File: src/rtl/instruction_loader_pkg.sv
// Shared definitions for the instruction loader slice.
//   - Default geometry of the IF instruction memory and the rx byte width.
//   - HALT marker: the all-ones instruction word, built from INSTRUCTION_HALT_BYTE.
//   - Loader FSM state encoding.
package instruction_loader_pkg;

    localparam int unsigned DEFAULT_WORD_SIZE_IN_BYTES = 4;
    localparam int unsigned DEFAULT_MEM_SIZE_IN_WORDS  = 64;
    localparam int unsigned DEFAULT_BYTE_SIZE          = 8;

    // Every byte of the HALT word carries this value.
    localparam logic [7:0] INSTRUCTION_HALT_BYTE = 8'hFF;

    typedef enum logic [2:0] {
        ST_IDLE  = 3'd0,
        ST_RECV  = 3'd1,
        ST_WRITE = 3'd2,
        ST_DONE  = 3'd3,
        ST_ERROR = 3'd4
    } loader_state_t;

endpackage

File: src/rtl/instruction_loader_word_assembler.sv
// Byte-to-word assembler: shifts rx bytes in MSB-first and counts them.
// Ports:
//   i_clk, i_reset   clock, asynchronous active-low reset
//   i_clear          synchronous clear of shift register and byte counter
//   i_valid, i_byte  byte strobe and data (already gated by the caller)
//   o_word           full word including the byte currently presented
//   o_word_ready     i_valid carries the final byte of a word
module instruction_loader_word_assembler #(
    parameter int unsigned WORD_SIZE_IN_BYTES = 4,
    parameter int unsigned BYTE_SIZE          = 8,
    localparam int unsigned BUS_SIZE          = WORD_SIZE_IN_BYTES * BYTE_SIZE
) (
    input  logic                 i_clk,
    input  logic                 i_reset,
    input  logic                 i_clear,
    input  logic                 i_valid,
    input  logic [BYTE_SIZE-1:0] i_byte,
    output logic [BUS_SIZE-1:0]  o_word,
    output logic                 o_word_ready
);

    localparam int unsigned CNT_W = (WORD_SIZE_IN_BYTES > 1) ? $clog2(WORD_SIZE_IN_BYTES) : 1;
    localparam logic [CNT_W-1:0] LAST_BYTE = CNT_W'(WORD_SIZE_IN_BYTES - 1);

    // Only the first WORD_SIZE_IN_BYTES-1 bytes need storage; the last one
    // is taken straight from i_byte so the word is available on its strobe.
    logic [BUS_SIZE-BYTE_SIZE-1:0] shift_q;
    logic [CNT_W-1:0]              byte_cnt_q;

    assign o_word       = {shift_q, i_byte};
    assign o_word_ready = i_valid && (byte_cnt_q == LAST_BYTE);

    always_ff @(posedge i_clk or negedge i_reset) begin
        if (!i_reset) begin
            shift_q    <= '0;
            byte_cnt_q <= '0;
        end else if (i_clear) begin
            shift_q    <= '0;
            byte_cnt_q <= '0;
        end else if (i_valid) begin
            shift_q    <= o_word[BUS_SIZE-BYTE_SIZE-1:0];
            byte_cnt_q <= o_word_ready ? '0 : byte_cnt_q + 1'b1;
        end
    end

endmodule

File: src/rtl/instruction_loader.sv
// Instruction loader: assembles UART rx bytes into instruction words and
// writes them into the IF instruction memory until HALT or memory full.
// Ports:
//   i_clk, i_reset   clock, asynchronous active-low reset
//   i_start          pulse, begins a new load (ignored while busy)
//   i_rx_valid/data  received byte strobe and value
//   i_full_mem       IF instruction memory full
//   o_write_mem      one-cycle write strobe, o_instruction valid with it
//   o_instruction    last written word (held between writes)
//   o_busy           load in progress (RECV/WRITE)
//   o_done/o_error   load ended on HALT / on memory full
//   o_word_count     words written in current or last load (saturating)
module instruction_loader
    import instruction_loader_pkg::*;
#(
    parameter int unsigned WORD_SIZE_IN_BYTES = DEFAULT_WORD_SIZE_IN_BYTES,
    parameter int unsigned MEM_SIZE_IN_WORDS  = DEFAULT_MEM_SIZE_IN_WORDS,
    parameter int unsigned BYTE_SIZE          = DEFAULT_BYTE_SIZE,
    localparam int unsigned BUS_SIZE          = WORD_SIZE_IN_BYTES * BYTE_SIZE,
    localparam int unsigned CNT_SIZE          = $clog2(MEM_SIZE_IN_WORDS) + 1
) (
    input  logic                 i_clk,
    input  logic                 i_reset,
    input  logic                 i_start,
    input  logic                 i_rx_valid,
    input  logic [BYTE_SIZE-1:0] i_rx_data,
    input  logic                 i_full_mem,
    output logic                 o_write_mem,
    output logic [BUS_SIZE-1:0]  o_instruction,
    output logic                 o_busy,
    output logic                 o_done,
    output logic                 o_error,
    output logic [CNT_SIZE-1:0]  o_word_count
);

    localparam logic [BUS_SIZE-1:0] HALT_WORD =
        {WORD_SIZE_IN_BYTES{BYTE_SIZE'(INSTRUCTION_HALT_BYTE)}};
    localparam logic [CNT_SIZE-1:0] COUNT_MAX = CNT_SIZE'(MEM_SIZE_IN_WORDS);

    loader_state_t       state_q, state_d;
    logic                start_load;
    logic                asm_valid;
    logic                word_ready;
    logic                word_accept;
    logic [BUS_SIZE-1:0] word;

    assign start_load  = i_start && (state_q == ST_IDLE || state_q == ST_DONE || state_q == ST_ERROR);
    // A byte landing in WRITE already belongs to the next word.
    assign asm_valid   = i_rx_valid && (state_q == ST_RECV || state_q == ST_WRITE);
    assign word_accept = word_ready && (state_q == ST_RECV);

    instruction_loader_word_assembler #(
        .WORD_SIZE_IN_BYTES (WORD_SIZE_IN_BYTES),
        .BYTE_SIZE          (BYTE_SIZE)
    ) u_word_assembler (
        .i_clk        (i_clk),
        .i_reset      (i_reset),
        .i_clear      (start_load),
        .i_valid      (asm_valid),
        .i_byte       (i_rx_data),
        .o_word       (word),
        .o_word_ready (word_ready)
    );

    always_ff @(posedge i_clk or negedge i_reset) begin
        if (!i_reset) begin
            state_q <= ST_IDLE;
        end else begin
            state_q <= state_d;
        end
    end

    // The write strobe is registered on the edge that completes the word, so
    // it is high exactly during the WRITE cycle; a cleared strobe in WRITE
    // therefore means memory was full when the word completed.
    always_comb begin
        state_d = state_q;
        case (state_q)
            ST_IDLE, ST_DONE, ST_ERROR: begin
                if (i_start) state_d = ST_RECV;
            end
            ST_RECV: begin
                if (word_ready) state_d = ST_WRITE;
            end
            ST_WRITE: begin
                if (!o_write_mem)                  state_d = ST_ERROR;
                else if (o_instruction == HALT_WORD) state_d = ST_DONE;
                else                               state_d = ST_RECV;
            end
            default: state_d = ST_IDLE;
        endcase
    end

    always_ff @(posedge i_clk or negedge i_reset) begin
        if (!i_reset) begin
            o_write_mem   <= 1'b0;
            o_instruction <= '0;
            o_word_count  <= '0;
        end else begin
            o_write_mem <= 1'b0;
            if (start_load) begin
                o_word_count <= '0;
            end else if (word_accept && !i_full_mem) begin
                o_write_mem   <= 1'b1;
                o_instruction <= word;
                if (o_word_count != COUNT_MAX) o_word_count <= o_word_count + 1'b1;
            end
        end
    end

    assign o_busy  = (state_q == ST_RECV) || (state_q == ST_WRITE);
    assign o_done  = (state_q == ST_DONE);
    assign o_error = (state_q == ST_ERROR);

endmodule

File: config.mk
export PLATFORM = sky130hd
export DESIGN_NAME = instruction_loader
export DESIGN_NICKNAME = d
export VERILOG_FILES = /design/src/rtl/instruction_loader_pkg.sv /design/src/rtl/instruction_loader_word_assembler.sv /design/src/rtl/instruction_loader.sv
export SDC_FILE = /design/constraint.sdc
export NUM_CORES = 1
export LEC_CHECK = 0
export CORE_MARGIN = 4
export CORE_UTILIZATION = 30
export CTS_CLUSTER_DIAMETER = 30
export CTS_CLUSTER_SIZE = 12
export DETAILED_ROUTE_END_ITERATION = 8
export PLACE_DENSITY = 0.59
export SETUP_SLACK_MARGIN = 0.4
export SYNTH_ARGS = -nofsm -noshare
export SYNTH_HDL_FRONTEND = slang
export SYNTH_SLANG_ARGS = --single-unit
File: constraint.sdc
create_clock -name i_clk -period 3 [get_ports i_clk]
set_input_delay 0.9 -clock i_clk [delete_from_list [all_inputs] [get_ports i_clk]]
set_output_delay 0.9 -clock i_clk [all_outputs]
set_load 0.005 [all_outputs]
* Word level (Yosys, flattened, before mapping)
Index checks and enable logic that the tools add are counted.
Storage, ports and cells: register bits after elaboration 69, bits of input ports 13, output and inout port bits 43, word-level logic and storage cells 50
Operators by class: add/subtract/negate cells 2, eq/ne operators 9, multiplexer cells 15, bitwise gates (word level) 1, reductions and logical operators 17
Operators by type and width (number):
- two-way mux 24 bit | 2
- == test 32 bit (second input constant) | 1
- two-way mux 7 bit | 3
- two-way mux 3 bit | 3
- case mux 3 bit (3 select lines) | 1
- two-way mux 2 bit | 4
- adder 7 x 1 -> 7 bit (second input constant) | 1
- != test 7 bit (second input constant) | 1
- == test 3 x 2 -> 1 bit (second input constant) | 2
- AND reduction 2 bit | 3
- nonzero test 2 bit | 3
- logical AND 1 bit | 5
- == test 3 x 1 -> 1 bit (second input constant) | 1
- == test 3 bit (second input constant) | 1
- zero test 3 bit | 1
- logical OR 1 bit | 3
- OR reduction 3 bit | 1
- adder 2 x 1 -> 2 bit (second input constant) | 1
- == test 2 bit (second input constant) | 1
- two-way mux 1 bit | 2
- != test 2 x 1 -> 1 bit (second input constant) | 1
- != test 2 bit (second input constant) | 1
- zero test 1 bit | 1
- NOT 1 bit | 1

* Logic depth before layout (Yosys ltp)
depth in word-level cells 8, gate-level depth with buffers 7, mapped depth without buffers 6

* Modules after synthesis
From an unflattened synthesis, not the netlist that was laid out.
Unflattened totals: cells, all modules 242, area total of the unflattened synthesis 3057.9 µm²
By module, submodules not included:
- instruction_loader | times used 1, cells an instance 148, area an instance 1904.3 µm², seq. area each 1076.0 µm²
- instruction_loader_word_assembler | times used 1, cells an instance 94, area an instance 1153.6 µm², seq. area each 650.6 µm²

* Worst setup path before layout
No wires, ideal clock.
path type input port to flip-flop, from input i_rx_valid, to register o_instruction[24], library setup time 0.125 ns, arrival time 1.818 ns, required time 2.875 ns, setup slack 1.057 ns, stages 5, buffers on the path 2, cells stage by stage and3b_1 buf_2 nand2_4 clkbuf_8 mux2_2
On the way: longest elaborated chain between the ends 5
RTL lines:
- start: declaration | line instruction_loader.sv:25 | input logic i_rx_valid,
- logical AND 1 bit | line instruction_loader.sv:49 | assign asm_valid = i_rx_valid && (state_q == ST_RECV || state_q == ST_WRITE);
- logical AND 1 bit | line instruction_loader_word_assembler.sv:31 | assign o_word_ready = i_valid && (byte_cnt_q == LAST_BYTE);
- logical AND 1 bit | line instruction_loader.sv:50 | assign word_accept = word_ready && (state_q == ST_RECV);
- logical AND 1 bit | line instruction_loader.sv:103 | end else if (word_accept && !i_full_mem) begin
- AND reduction 2 bit (no source line)
- end signal: assignment | line instruction_loader.sv:105 | o_instruction <= word;
- end: declaration | line instruction_loader.sv:29 | output logic [BUS_SIZE-1:0] o_instruction,
No other way between the ends. A chain may end at the register's enable or synchronous reset.

* Final worst setup path
from register state_q[1], to output o_busy
On the way: longest elaborated chain between the ends 2, elaborated cells between the ends (all ways) 3, those cells by class 2 x eq/ne; 1 x reduce/logical
RTL lines:
- start: declaration | line instruction_loader.sv:40 | loader_state_t state_q, state_d;
- start signal: assignment | line instruction_loader.sv:69 | state_q <= state_d;
- == test 3 x 1 -> 1 bit or == test 3 x 2 -> 1 bit (tied branches) | line instruction_loader.sv:111 | assign o_busy = (state_q == ST_RECV) || (state_q == ST_WRITE);
- logical OR 1 bit * | line instruction_loader.sv:111
- end: declaration | line instruction_loader.sv:30 | output logic o_busy,
Every way passes the cells marked *; elsewhere a longest branch is shown, timed or not.

==> reports/results.tsv <==
stage	metric	value	unit
clock_network	cts_tree	yes	
clock_network	hold_buffers	0	
global_route	grt_usage	11.5	%
synthesis	synth-edff-count	0	
synthesis	seq_area_frac_synth	58.9	%
status	status	finished, final reports clean	
clock_network	root_buffer	clkbuf_8	
power_and_ir_drop	power_density	882	mW/mm^2
critical_path	path_cells	xnor2_2 -> nor2_1 -> clkdlybuf4s50_1	
synthesis	synthMuxAreaShare	13.0	%
detailed_routing	drt.antenna.violating_nets	0	
layout	nFillCells	906	
timing	rsz0062_at_grt	false	
timing	timing.fmax	398	MHz
synthesis	ys_ff_latch	69	
synthesis	syn_area	0.00293	mm^2
timing	slew_violations	0	
critical_path	crit_path_end_kind	output pin	
detailed_routing	vias	1926	
timing	holdWs	0.502	ns
synthesis	yosys-top-cells-area	dfrtp_1 (59%), mux2_2 (11%), a22o_1 (7.8%)	
floorplanning	dieArea	0.0114	mm^2
global_route	grt_first_pass_wirelength	10100	um
layout	multi_input_area	0.00109	mm^2
critical_path	crit_required	2.10	ns
synthesis	synth-xor-area-share	1.49	%
synthesis	synth_compound_area_share	10.5	%
synthesis	yosys_warnings	0	
synthesis	yosys.area.top_type	dfrtp_1	
detailed_routing	first_iter_violations	77	
global_route	grt_antenna_before_repair	0	
hold_path	hold_class	flip-flop to flip-flop	
clock_network	cts.sinks	69	
clock_network	worstSkewPairLatency	0.34	ns
floorplanning	fp-row-count	35	
timing	final.setup.tns	0	ns
floorplanning	coreArea	0.00937	mm^2
floorplanning	initial_core_util	31.3	%
synthesis	post-synth-top-count-cell	dfrtp_1	
critical_path	crit_path_max_fanout	10	
floorplanning	fp.dieW	107	um
layout	insertedDiodeCount	0	
placed_design	portBuffers	55	
synthesis	synth_commonest_cells	dfrtp_1 (69), mux2_2 (29), a22o_1 (26)	
synthesis	yosys.area.top_type_share	58.9	%
critical_path	worst-path-buf-inv	1	
layout	regArea	0.00173	mm^2
critical_path	critical_path_arrival	1.61	ns
synthesis	synth_flop_cell	dfrtp_1	
global_route	grt_max_degree	39	
synthesis	yosysUniqueCellTypes	36	
clock_network	clk_pin_slew	0.07	ns
global_route	grt_pass1_vias	1851	
clock_network	cts_buffer_depth	2	
synthesis	syn_avg_cell_area	13.8	um^2
detailed_routing	avgRoutedWirePerCell	15.3	um
floorplanning	die_y	107	um
layout	syn_to_final_growth	29.4	%
timing	worst_slew_margin_rel	38.4	%
detailed_routing	drt_wl_total	6220	um
critical_path	crit_slowest_cell	clkdlybuf4s50_1	
global_route	grt_overflow	0	
timing	setup_viol	0	
synthesis	synth_nets	229	
critical_path	max_stage_delay	0.51	ns
run	drv_cap	0	
clock_network	ctsHtreeMaxLevel	3	
synthesis	postSynth.asyncResetShare	100	%
layout	finalInstanceArea	0.00379	mm^2
placed_design	dp_hpwl	4190	um
power_and_ir_drop	p_leak	1.72	nW
placed_design	gp_congestion	0.737	
clock_network	cts-buffers-inserted	9	
power_and_ir_drop	peakVddDrop	322	uV
critical_path	start_kind	flip-flop	
layout	final_nets	288	
layout	layout-drive-gt1-share	23.5	%
timing	fin_crit	2.51	ns
detailed_routing	viasPerCell	4.74	
placed_design	placed_cell_area	0.00357	mm^2
synthesis	syn_inst	213	
synthesis	synthAdderAreaFrac	1.28	%
timing	min_period_over_period	83.7	%
critical_path	critPathKind	flip-flop to output pin	
timing	worstMarginPinSlew	0.925	ns
layout	final_util	40.5	%
synthesis	synth-simple-area-share	10.6	%
detailed_routing	drc	0	
timing	finClkSkew	0.00882	ns
critical_path	cpLargestDelayFamily	buffers and inverters	
synthesis	synth_top_family_by_area	multiplexers	
floorplanning	pin_count	56	
detailed_routing	first_pass_iters	5	
timing	hold_viol_final	0	
registers in the layout, indices dropped and copies added, names as in the netlist:
signal                       count
o_instruction                   32
o_word_count                     7
o_write_mem                      1
state_q                          3
u_word_assembler.byte_cnt_q      2
u_word_assembler.shift_q        24
what timing repair did:
action,CTS,global route
endpoints found under the setup margin,2,3
resized for setup,3,2
hold endpoints to repair,0,0
gates cloned,0,0
setup buffers,0,1
per-layer routing:
metal / global-route usage [%] / vias up / part of all wire (%)
li1: - / 910 / -
met1: 17.0 / 959 / 51
met2: 15.1 / 49 / 42
met3: 4.27 / 8 / 5.8
met4: 4.38 / 0 / 1.4
met5: 0 / - / 0
final timing paths:
kind | end | cells past startpoint | slack [ns] | start
worst max-delay path | o_busy | 3 | 0.49 | state_q[1]$_DFFE_PN0P_
worst min-delay path | u_word_assembler.shift_q[22]$_DFFE_PN0P_ | 1 | 0.50 | u_word_assembler.shift_q[22]$_DFFE_PN0P_
worst max register to register | u_word_assembler.byte_cnt_q[0]$_DFFE_PN0P_ | 4 | 1.21 | state_q[2]$_DFFE_PN0P_
worst min register to register | u_word_assembler.shift_q[22]$_DFFE_PN0P_ | 1 | 0.50 | u_word_assembler.shift_q[22]$_DFFE_PN0P_
max in group asynchronous | o_instruction[31]$_DFFE_PN0P_ | 2 | 1.63 | i_reset
min in group asynchronous | o_word_count[4]$_DFFE_PN0P_ | 1 | 0.70 | i_reset
power by group:
part / internal [mW] / leakage [nW] / switching (mW)
combinational: 0.654 / 0.705 / 0.424
clock: 0.407 / 0.0878 / 0.358
sequential: 1.23 / 0.928 / 0.274
total: 2.29 / 1.72 / 1.06
worst register-to-register path, stage by stage, from the launching register on:
cell and delay, ns:
dfrtp_2 0.50, and3b_2 0.25, o21a_1 0.23, nor2_4 0.51, a22o_1 0.24
cell families after synthesis:
| kind of cell | count (synthesis) |
|---|---|
| DFF | 69 |
| adders and majority gates | 3 |
| muxes | 33 |
| buffers and inverters | 16 |
| AOI/OAI and AO/OA | 38 |
| xor gates and xnor gates | 5 |
| and+or+nand+nor | 49 |
cells in the final DEF (no fill, tap or decap), drive strengths merged:
cell	synthesis	layout
dfrtp	69	69
clkdlybuf4s50	0	54
mux2	32	32
a22o	26	26
nor2	15	15
nand4	12	12
clkbuf	2	11
a21oi	7	7
buf	10	6
nand2	5	5
inv	4	4
clkinvlp	0	4
o21ai	3	3
xor2	3	3
ha	3	3
nor3b	3	3
and4	2	2
or3	2	2
and3b	2	2
and2	2	2
xnor2	2	2
o21a	1	1
nand3b	1	1
nor4	1	1
nor3	1	1
nor2b	1	1
nand3	1	1
or4	1	1
o211ai	1	1
mux2i	1	1
bufinv	0	1
metrics by stage:
step           power (mW)  cells  setup WS (ns)
2_1_floorplan        2.09    213           1.06
3_3_place_gp         2.56    389          0.418
3_5_place_dp         2.58    389          0.418
4_1_cts              3.37    405          0.409
5_1_grt              3.55    406          0.402
6_report             3.35    406          0.489
area by class of cell:
cell class,count,share of cell area (%)
multi-input combinational,128,28.7
sequential,69,45.6
inverter,4,0.396
timing repair buffer,60,15.7
clock buffer,11,3.73
clock inverter,5,1.58
tap,129,4.25
Note: power is estimated with default switching activity, not from simulation.
